**src/rtl/ttt_turn_ctrl.sv**
```systemverilog
// Tic-tac-toe turn sequencer/referee: validates one-hot moves, commits them, then judges win/draw.
// Outcome one cycle after commit (busy during that cycle); moves dropped while busy or game over.
module ttt_turn_ctrl #(
  parameter bit FIRST_PLAYER = 1'b0
) (
  input  logic       clk,
  input  logic       reset_n,
  input  logic       new_game,
  input  logic       move_valid,
  input  logic [8:0] move,
  output logic [8:0] board_x,
  output logic [8:0] board_o,
  output logic       turn,
  output logic       busy,
  output logic       illegal,
  output logic [3:0] last_idx,
  output logic [3:0] move_count,
  output logic [1:0] winner,
  output logic       game_over
);

  typedef enum logic [1:0] {
    PLAY  = 2'd0,
    CHECK = 2'd1,
    DONE  = 2'd2
  } state_t;

  localparam logic [1:0] WIN_NONE = 2'b00;
  localparam logic [1:0] WIN_X    = 2'b01;
  localparam logic [1:0] WIN_O    = 2'b10;
  localparam logic [1:0] WIN_DRAW = 2'b11;

  state_t     state, state_nxt;
  logic [8:0] board_x_nxt, board_o_nxt;
  logic       turn_nxt, busy_nxt, illegal_nxt, game_over_nxt;
  logic [3:0] last_idx_nxt, move_count_nxt;
  logic [1:0] winner_nxt;

  logic [8:0] occupied;
  logic       move_onehot;
  logic       move_free;
  logic       move_legal;
  logic [3:0] move_idx;
  logic [8:0] mover_map;
  logic       mover_line;

  // Any of the three rows, three columns or two diagonals fully owned.
  function automatic logic line_complete(input logic [8:0] m);
    logic hit;
    hit = 1'b0;
    for (int r = 0; r < 3; r++) begin
      if (m[3*r] && m[3*r+1] && m[3*r+2]) hit = 1'b1;
      if (m[r] && m[r+3] && m[r+6])       hit = 1'b1;
    end
    if (m[0] && m[4] && m[8]) hit = 1'b1;
    if (m[2] && m[4] && m[6]) hit = 1'b1;
    return hit;
  endfunction

  assign occupied    = board_x | board_o;
  assign move_onehot = (move != 9'd0) && ((move & (move - 9'd1)) == 9'd0);
  assign move_free   = (move & occupied) == 9'd0;
  assign move_legal  = move_onehot && move_free;
  assign mover_map   = turn ? board_o : board_x;
  assign mover_line  = line_complete(mover_map);

  // Only meaningful when move_onehot; otherwise the lowest set bit wins.
  always_comb begin
    move_idx = 4'd0;
    for (int i = 8; i >= 0; i--) begin
      if (move[i]) move_idx = 4'(i);
    end
  end

  always_comb begin
    state_nxt      = state;
    board_x_nxt    = board_x;
    board_o_nxt    = board_o;
    turn_nxt       = turn;
    illegal_nxt    = 1'b0;
    last_idx_nxt   = last_idx;
    move_count_nxt = move_count;
    winner_nxt     = winner;

    if (new_game) begin
      state_nxt      = PLAY;
      board_x_nxt    = 9'd0;
      board_o_nxt    = 9'd0;
      turn_nxt       = FIRST_PLAYER;
      last_idx_nxt   = 4'd0;
      move_count_nxt = 4'd0;
      winner_nxt     = WIN_NONE;
    end else begin
      unique case (state)
        PLAY: begin
          if (move_valid) begin
            if (move_legal) begin
              if (turn) board_o_nxt = board_o | move;
              else      board_x_nxt = board_x | move;
              last_idx_nxt   = move_idx;
              move_count_nxt = move_count + 4'd1;
              state_nxt      = CHECK;
            end else begin
              illegal_nxt = 1'b1;
            end
          end
        end
        CHECK: begin
          // A win on the ninth move takes precedence over the draw.
          if (mover_line) begin
            winner_nxt = turn ? WIN_O : WIN_X;
            state_nxt  = DONE;
          end else if (move_count == 4'd9) begin
            winner_nxt = WIN_DRAW;
            state_nxt  = DONE;
          end else begin
            turn_nxt  = ~turn;
            state_nxt = PLAY;
          end
        end
        DONE: begin
          state_nxt = DONE;
        end
        default: begin
          state_nxt = PLAY;
        end
      endcase
    end

    busy_nxt      = (state_nxt == CHECK);
    game_over_nxt = (state_nxt == DONE);
  end

  always_ff @(posedge clk or negedge reset_n) begin
    if (!reset_n) begin
      state      <= PLAY;
      board_x    <= 9'd0;
      board_o    <= 9'd0;
      turn       <= FIRST_PLAYER;
      busy       <= 1'b0;
      illegal    <= 1'b0;
      last_idx   <= 4'd0;
      move_count <= 4'd0;
      winner     <= WIN_NONE;
      game_over  <= 1'b0;
    end else begin
      state      <= state_nxt;
      board_x    <= board_x_nxt;
      board_o    <= board_o_nxt;
      turn       <= turn_nxt;
      busy       <= busy_nxt;
      illegal    <= illegal_nxt;
      last_idx   <= last_idx_nxt;
      move_count <= move_count_nxt;
      winner     <= winner_nxt;
      game_over  <= game_over_nxt;
    end
  end

endmodule
```
**config.mk**
```make
export PLATFORM = sky130hd
export DESIGN_NAME = ttt_turn_ctrl
export DESIGN_NICKNAME = d
export VERILOG_FILES = /design/src/rtl/ttt_turn_ctrl.sv
export SDC_FILE = /design/constraint.sdc
export NUM_CORES = 1
export LEC_CHECK = 0
export BUFFER_PORTS_ARGS = -buffer_cell sky130_fd_sc_hd__buf_4
export CORE_UTILIZATION = 56
export DETAILED_ROUTE_END_ITERATION = 7
export GPL_ROUTABILITY_DRIVEN = 1
export GPL_TIMING_DRIVEN = 0
export HOLD_SLACK_MARGIN = 0.1
export PLACE_DENSITY = 0.85
export SETUP_SLACK_MARGIN = 0.2
export SKIP_CTS_REPAIR_TIMING = 1
export SYNTH_ARGS = -nofsm -noshare
export SYNTH_HDL_FRONTEND = slang
export SYNTH_SLANG_ARGS = --single-unit
export TNS_END_PERCENT = 100
```
**constraint.sdc**
```tcl
create_clock -name clk -period 3.03 [get_ports clk]
set_input_delay 0.303 -clock clk [delete_from_list [all_inputs] [get_ports clk]]
set_output_delay 0.303 -clock clk [all_outputs]
set_load 0.02 [all_outputs]
```
### Word level (Yosys, flattened, before mapping)

Index checks and enable logic that the tools add are counted.

* bitwise operators: 6
* mux-type cells: 55
* $add $sub $neg: 2
* eq/ne operators: 8
* reductions and logical operators: 33

Operators with widths (number)
* $mux W9: 11
* $mux W4: 17
* $or A9 B9 Y9: 3
* $mux W2: 10
* $and A9 B9 Y9: 2
* $logic_and A1 B1 Y1: 18
* $logic_not A9 Y1: 2
* $mux W1: 16
* $reduce_bool A2 Y1: 5
* $reduce_bool A9 Y1: 1
* $sub A9 B1 Y9 const B: 1
* $reduce_and A4 Y1: 2
* $ne A2 B2 Y1 const B: 3
* $pmux W2 S3: 1
* $reduce_and A3 Y1: 2
* $add A4 B1 Y4 const B: 1
* $eq A2 B1 Y1 const B: 2
* $eq A2 B2 Y1 const B: 2
* $eq A4 B4 Y1 const B: 1
* $reduce_bool A3 Y1: 1
* $logic_not A2 Y1: 1
* $reduce_and A2 Y1: 1
* $not A1 Y1: 1

* output and inout port bits: 32
* bits of input ports: 13
* register bits after elaboration: 34
* word-level logic and storage cells: 114

### Longest topological paths before layout

Gate-level depths: netlist (run 1).

* word-level depth: 15
* depth in mapped cells: 9
* depth with buffers taken out: 7

### Worst setup path before layout (run 1)

Ideal clock, no wire load.

* kind: input-to-reg
* start: input port move[2]
* end: register move_count[3]
* data required time: 2.905 ns
* stages on the path: 8
* slack: 0.756 ns
* arrival time: 2.149 ns
* path buffers: 2
* library setup time: 0.125 ns
* path through: buf_2 -> or4_4 -> o41ai_2 -> nand4_1 -> and4b_1 -> buf_6 -> nand4_2 -> mux2_4

* longest elaborated chain between the ends: 7
* elaborated cells between the ends (all ways): 10
* those cells by class: add/sub: 1; bitwise: 2; reduce/logical: 7

Ends and longest elaborated chain
* start, declared: RTL line 10 `input logic [8:0] move,`
* $sub A9 B1 Y9: RTL line 61 `assign move_onehot = (move != 9'd0) && ((move & (move - 9'd1)) == 9'd0);`
* $and A9 B9 Y9: RTL line 61
* $logic_not A9 Y1: RTL line 61
* $logic_and A1 B1 Y1: RTL line 61
* $logic_and A1 B1 Y1 *: RTL line 63 `assign move_legal = move_onehot && move_free;`
* $reduce_bool A2 Y1 (no line) *
* $reduce_and A3 Y1 (no line) *
* end signal, assigned: RTL line 154 `move_count <= move_count_nxt;`
* end, declared: RTL line 17 `output logic [3:0] move_count,`

Mark *: on every way between the ends. The rest lies on a longest branch, timed or not.
A chain may end at the register's enable or synchronous reset.

### Worst setup path in the final report (run 1)

* start: input port move[1]
* end: register move_count[3]

The elaborated chain is that of the path after synthesis.

==> flow_summary.toml, run 1 <==
[place]
hpwlAfterDp_mm = 3.32
dp_slack_ns = 0.556
port_buffers = 39
dpl.cell_count = 268
gp_congestion = 0.921

[outcome]
outcome = "completed"

[clock_tree]
cts_made_buffers = 5
cts_max_level = 2
clk_path_buf_depth = 2
cts-root-buf = "clkbuf_4"
path_clk_slew_ns = 0.11
clock_latency_ns = 0.34
cts_tree = "done"
clock-sinks = 34

[cells_and_area]
final_layout_size_suffix_gt1_share_pct = 24.6
fin_cells = 276
nNetsFinal = 247
diodes = 0
areaGrowthSynthToFinish_pct = 22.9

[setup_path]
critPathBufInv = 2
startpoint = "move[1]"
rr_startpoint = "turn"
cp_top_family = "simple AND/OR/NAND/NOR gates"
crit_chain = "buf_4 -> or4_4 -> o31ai_1 -> nand4_1 -> and4b_1 -> buf_6 -> nand4_2 -> mux2_4"
cp.arrival_ns = 2.42
crit_type = "in -> reg"
cpMaxStageDelayCell = "or4_4"
cp-start-kind = "primary input"
critPathCaptureType = "flip-flop"
crit_fanout = 10
cp.required_ns = 3.26
slowest_delay_ns = 0.57

[floorplanning]
fp-row-count = 20
die_w_um = 58.2
die_area_um2 = 3390
start_util_pct = 58.4
pin_count = 45
coreArea_um2 = 3030
die_h_um = 58.2

[yosys]
async_reset_ff_share_pct = 100
synth_edf_count = 0
ys_ff_latch = 34
yosysWarnings = 0
yosysSeqAreaShare_pct = 48.1
synthCells = 185
syn_area_per_cell_um2 = 9.56
syn_area_um2 = 1770
syn-num-nets = 200
synthFlopType = "dfrtp_1"
yosysUniqueCellTypes = 44

[route]
firstDrtPassIters = 6
drc = 0
ant_nets = 0
via_per_inst = 6.38
drt-initial-drc-count = 168
dr_total_vias = 1761
wl_per_cell_um = 16.7
drt-total-wl_mm = 4.60

[grt]
track_usage_pct = 29.8
overflow = 0
grt_pass1_wl_mm = 7.69
antenna_found_initial = 0
grt_pass1_vias = 1679
grt_max_degree = 35

[power]
max-vdd-ir-drop_mv = 0.232
powerDensity_nw_per_um2 = 347
power_leakage_uw = 0.00101

[sta]
rsz0062_at_grt = "no"
worst_pin_slew_ns = 0.523
slew_headroom_pct = 64.8
clock_skew_ns = 0.0126
setup_violations = 0
fin_crit_sh_pct = 72.4
hold_violations = 0
fin_crit_ns = 2.19
tns_ns = 0
setup_ws_ns = 0.838
fmax_mhz = 456
final_max_slew_viol_count = 0

[run]
maxCapViolations = 0

[min_path]
hold_start = "move_valid"
min_path_type = "in -> reg"
[cell usage after synthesis, types with 2 or more instances]
cell      count  area [um2]
ha_1          2        25.0
inv_1         7        26.3
nor3_1        2        10.0
a222oi_1      2        20.0
a32oi_1       2        17.5
o31ai_1       4        30.0
a22o_1        4        35.0
mux2i_1       4        40.0
nand4_1       3        18.8
nand2_1       6        22.5
o21ai_0       9        45.0
dfrtp_1      34         851
nor2b_1       3        18.8
clkbuf_1      8        30.0
a21oi_1       8        40.0
a211oi_1      2        15.0
o22ai_1       2        12.5
o211ai_1      2        15.0
nor2_1       31         116
nor4_1        3        18.8
nand3_1       2        10.0
buf_6         2        22.5
o21a_1        2        15.0
a31oi_1      19         119
nand2b_1      3        18.8
[final cells by class]
class	instances	area (um2)
plain buffers	13	68.8
clock inverters	2	10.0
flip-flops and latches	34	851
inverters	7	26.3
clock buffers	5	37.5
repair buffers	40	303
fillers	248	853
multi-input cells	131	823
well taps	44	55.1
[cells in the final DEF (no fill, tap or decap), types with 5 or more instances in the layout]
master    synthesis  layout
dfrtp_1          34      34
nand2_1           6       6
o21ai_0           9       9
buf_4             1      40
a31oi_1          19      19
clkbuf_1          8       8
a21oi_1           8       8
inv_1             7       7
clkbuf_4          0       5
nor2_1           31      31
[tightest hold or removal path, stage by stage]
cell and delay (ns):
buf_4 0.11, nand2_1 0.11, nor3_1 0.06
[worst paths after layout]
check	to	slack [ns]	depth (start not counted)
max reg2reg	turn	0.94	5
min reg2reg	winner[0]	0.50	1
min in group asynchronous	board_o[2]	0.44	2
min	illegal	0.26	3
max	move_count[3]	0.84	8
max in group asynchronous	board_x[2]	2.28	2
[cells by family after synthesis]
family / Yosys count / share of synthesized area (%)
simple gates: 61 / 17.5
buf+inv: 20 / 5.37
compound gates: 61 / 23.4
xor+xnor: 1 / 0.495
fa+ha+maj: 2 / 1.41
flops: 34 / 48.1
mux: 6 / 3.75
[sequential cells by signal, summed over array words and instances, names as in the netlist]
signal,count
move_count,4
state,2
board_x,9
game_over,1
board_o,9
last_idx,4
winner,2
illegal,1
busy,1
turn,1
[report_power, final]
part | switching, uW | internal (uW) | total [uW] | leakage, uW
logic | 45.4 | 20.8 | 66.2 | 0.000506
registers | 1.25 | 455 | 456 | 0.000474
clock network | 149 | 83.3 | 233 | 0.0000308
[per-stage QoR]
stage	instance area, um2	utilization (%)	hold WS (ns)	power, uW
2_1_floorplan	1770	-	0.00741	497
3_3_place_gp	2120	69.9	0.261	527
3_5_place_dp	2120	69.9	0.273	530
4_1_cts	2160	71.5	-0.0975	758
5_1_grt	2170	71.8	0.286	783
6_report	2170	71.8	0.264	755
[routing by layer]
metal | share of wire (%) | routed length [um] | global-route usage (%) | vias up
met4 | 3.2 | 146 | 12.9 | 0
met1 | 40 | 1820 | 37.8 | 852
met3 | 8.3 | 384 | 7.14 | 23
li1 | - | - | - | 780
met5 | 0 | 0 | 0 | -
met2 | 49 | 2250 | 48.6 | 106
(Power assumes the default switching activity.)
==> run 2: changes to the inputs <==
- ABC_AREA: not set -> 1
- CORE_UTILIZATION: 56 -> 54
- PLACE_DENSITY: 0.85 -> 0.8
- clock period: 3.03 -> 2.3 ns (I/O delays scaled with it)
==> run 2 against run 1 <==
Against the previous run:
- global-route usage increased by 0.43 points
- worst setup slack got worse by 0.39 ns
- critical path depth decreased by 2
- cell area increased by 19%
- hold slack got worse by 0.037 ns
- sequential power increased by 64%
- clock skew decreased by 0.0086 ns
- register-to-register slack got worse by 0.49 ns
- critical endpoint is now board_x[1]
- highest routed layer unchanged
- non-clock buffer count decreased by 1
- synthesized area increased by 20%
- first-iteration DRC count increased by 38%
==> flow_summary.toml, run 2 <==
[clock_tree]
cts-root-buf = "clkbuf_8"
clock_latency_ns = 0.29
clock-sinks = 34
cts_tree = "done"
path_clk_slew_ns = 0.06
cts_made_buffers = 5
cts_max_level = 2
clk_path_buf_depth = 2

[yosys]
synth_top_area_share_pct = 40.1
async_reset_ff_share_pct = 100
yosysSeqAreaShare_pct = 40.1
syn-num-nets = 311
synth_top_cell_by_area = "dfrtp_1"
synthTopCellsByCount = "nand2_1 (108), nor2_1 (36), dfrtp_1 (34), nand4_1 (21), inv_1 (19)"
yosys.cell_count.top_type = "nand2_1"
synthCells = 296
yosysUniqueCellTypes = 28
synthFlopType = "dfrtp_1"
ys_top_cells_by_area = "dfrtp_1 (40%), nand2_1 (19%), nor2_1 (6.4%)"
ys_ff_latch = 34
synth_edf_count = 0
syn_area_um2 = 2120
syn_area_per_cell_um2 = 7.16
yosysWarnings = 0

[setup_path]
crit_fanout = 10
slowest_delay_ns = 0.48
critPathBufInv = 2
cp.required_ns = 2.48
cpMaxStageDelayCell = "o21ai_2"
cp.depth = 6
r2r_cells = 6
cp-start-kind = "flip-flop"
cp.arrival_ns = 2.03
critPathCaptureType = "flip-flop"
crit_type = "reg -> reg"
crit_chain = "buf_2 -> buf_2 -> o21ai_2 -> nand3_2 -> nand2_1 -> nand2_1"
cp_top_family = "simple AND/OR/NAND/NOR gates"

[floorplanning]
die_area_um2 = 4180
coreArea_um2 = 3720
fp-row-count = 22
pin_count = 45
start_util_pct = 57.0
die_w_um = 64.7
die_h_um = 64.7

[cells_and_area]
nNetsFinal = 362
layout_commonest_cell = "nand2_1"
diodes = 0
final_cell_mix = "nand2_1 (108), buf_4 (44), nor2_1 (36), dfrtp_1 (34), nand4_1 (21)"
areaGrowthSynthToFinish_pct = 22.3
post-route-util_pct = 69.8
fin_cells = 395
final_layout_size_suffix_gt1_share_pct = 21.0
top_regs = "board_o: 9 flops, board_x: 9 flops"

[route]
wl_per_cell_um = 14.5
drt-initial-drc-count = 232
via_per_inst = 5.49
ant_nets = 0
drc = 0
dr_total_vias = 2168
firstDrtPassIters = 4
drt-total-wl_mm = 5.71

[grt]
top_usage_layer = "met2"
antenna_found_initial = 0
grtUsageMet2_pct = 45.0
grt_util_met1_pct = 41.6
overflow = 0
grt_pass1_vias = 1957
grt_use_met3_pct = 6.51
grt_pass1_wl_mm = 9.36
grt_max_degree = 35
track_usage_pct = 30.2

[run]
maxCapViolations = 0

[sta]
final_max_slew_viol_count = 0
setup_violations = 0
slew_headroom_pct = 59.4
clock_skew_ns = 0.00400
fmax_mhz = 541
rsz0062_at_grt = "no"
fin_crit_sh_pct = 80.4
tns_ns = 0
worst_pin_slew_ns = 0.610
fin_crit_ns = 1.85
hold_violations = 0

[power]
power_leakage_uw = 0.00139
max-vdd-ir-drop_mv = 0.449
powerDensity_nw_per_um2 = 676

[place]
dpl.cell_count = 387
hpwlAfterDp_mm = 4.03
port_buffers = 43
gp_congestion = 0.986

[min_path]
min_path_type = "in -> reg"
min_path_cells = 3

[outcome]
outcome = "completed"
## run 2: cell types whose count changed after synthesis, sizes merged, moves of 4 or more
| cell | before | now |
|---|---|---|
| o31ai | 4 | 0 |
| inv | 7 | 21 |
| a22o | 4 | 0 |
| nand4 | 4 | 21 |
| a21oi | 8 | 12 |
| a31oi | 19 | 0 |
| o21ai | 9 | 17 |
| nand3 | 2 | 20 |
| mux2i | 4 | 0 |
| nor2 | 31 | 43 |
| nand2 | 6 | 112 |
| clkbuf | 8 | 2 |
## run 2: power breakdown
part	internal, uW	switching (uW)	total, uW
registers	664	82.9	747
clock network	208	201	409
logic	212	383	596
total	1080	668	1750
## run 2: worst min-delay path: cells and delay by family
kind,cells,cell delay [ns]
simple gates,2,0.13
buf+inv,1,0.12
## run 2: worst paths after layout
path	startpoint	to	slack [ns]
setup / recovery	turn	board_x[1]	0.45
max in group asynchronous	reset_n	board_o[7]	1.56
min in group asynchronous	reset_n	board_o[4]	0.42
hold reg to reg	board_x[1]	board_x[1]	0.51
hold / removal	move[8]	last_idx[3]	0.23
setup reg to reg	turn	board_x[1]	0.45
## run 2: cell families (layout without fill, tap and decap cells)
family	Yosys count	count (layout)	share of synthesized area [%]
xor+xnor	2	2	0.827
fa+ha+maj	2	2	1.18
buf+inv	29	80	5.84
flops	34	34	40.1
simple gates	198	198	43.6
compound gates	31	31	8.44
## run 2: metal layers
layer / part of all wire [%] / routed length, um
met4: 2.5 / 142
met2: 46 / 2630
met5: 0 / 0
met1: 44 / 2500
met3: 7.8 / 448
## run 2: area by class of cell
type | count | area [um2]
multi-input cells | 233 | 1150
inverters | 21 | 78.8
plain buffers | 8 | 45.0
repair buffers | 44 | 333
flip-flops and latches | 34 | 851
fillers | 351 | 1120
clock buffers | 7 | 76.3
well taps | 48 | 60.1
## run 2: metrics by stage
stage                     total power [uW]  cell area (um2)  hold WS, ns  worst slack [ns]
after CTS                             1750             2580       -0.110             0.204
after global routing                  1860             2590        0.241             0.283
after detailed placement              1340             2500        0.205             0.218
after global placement                1330             2500        0.199             0.249
after floorplan                       1110             2120      -0.0656             0.624
final                                 1750             2590        0.228             0.451
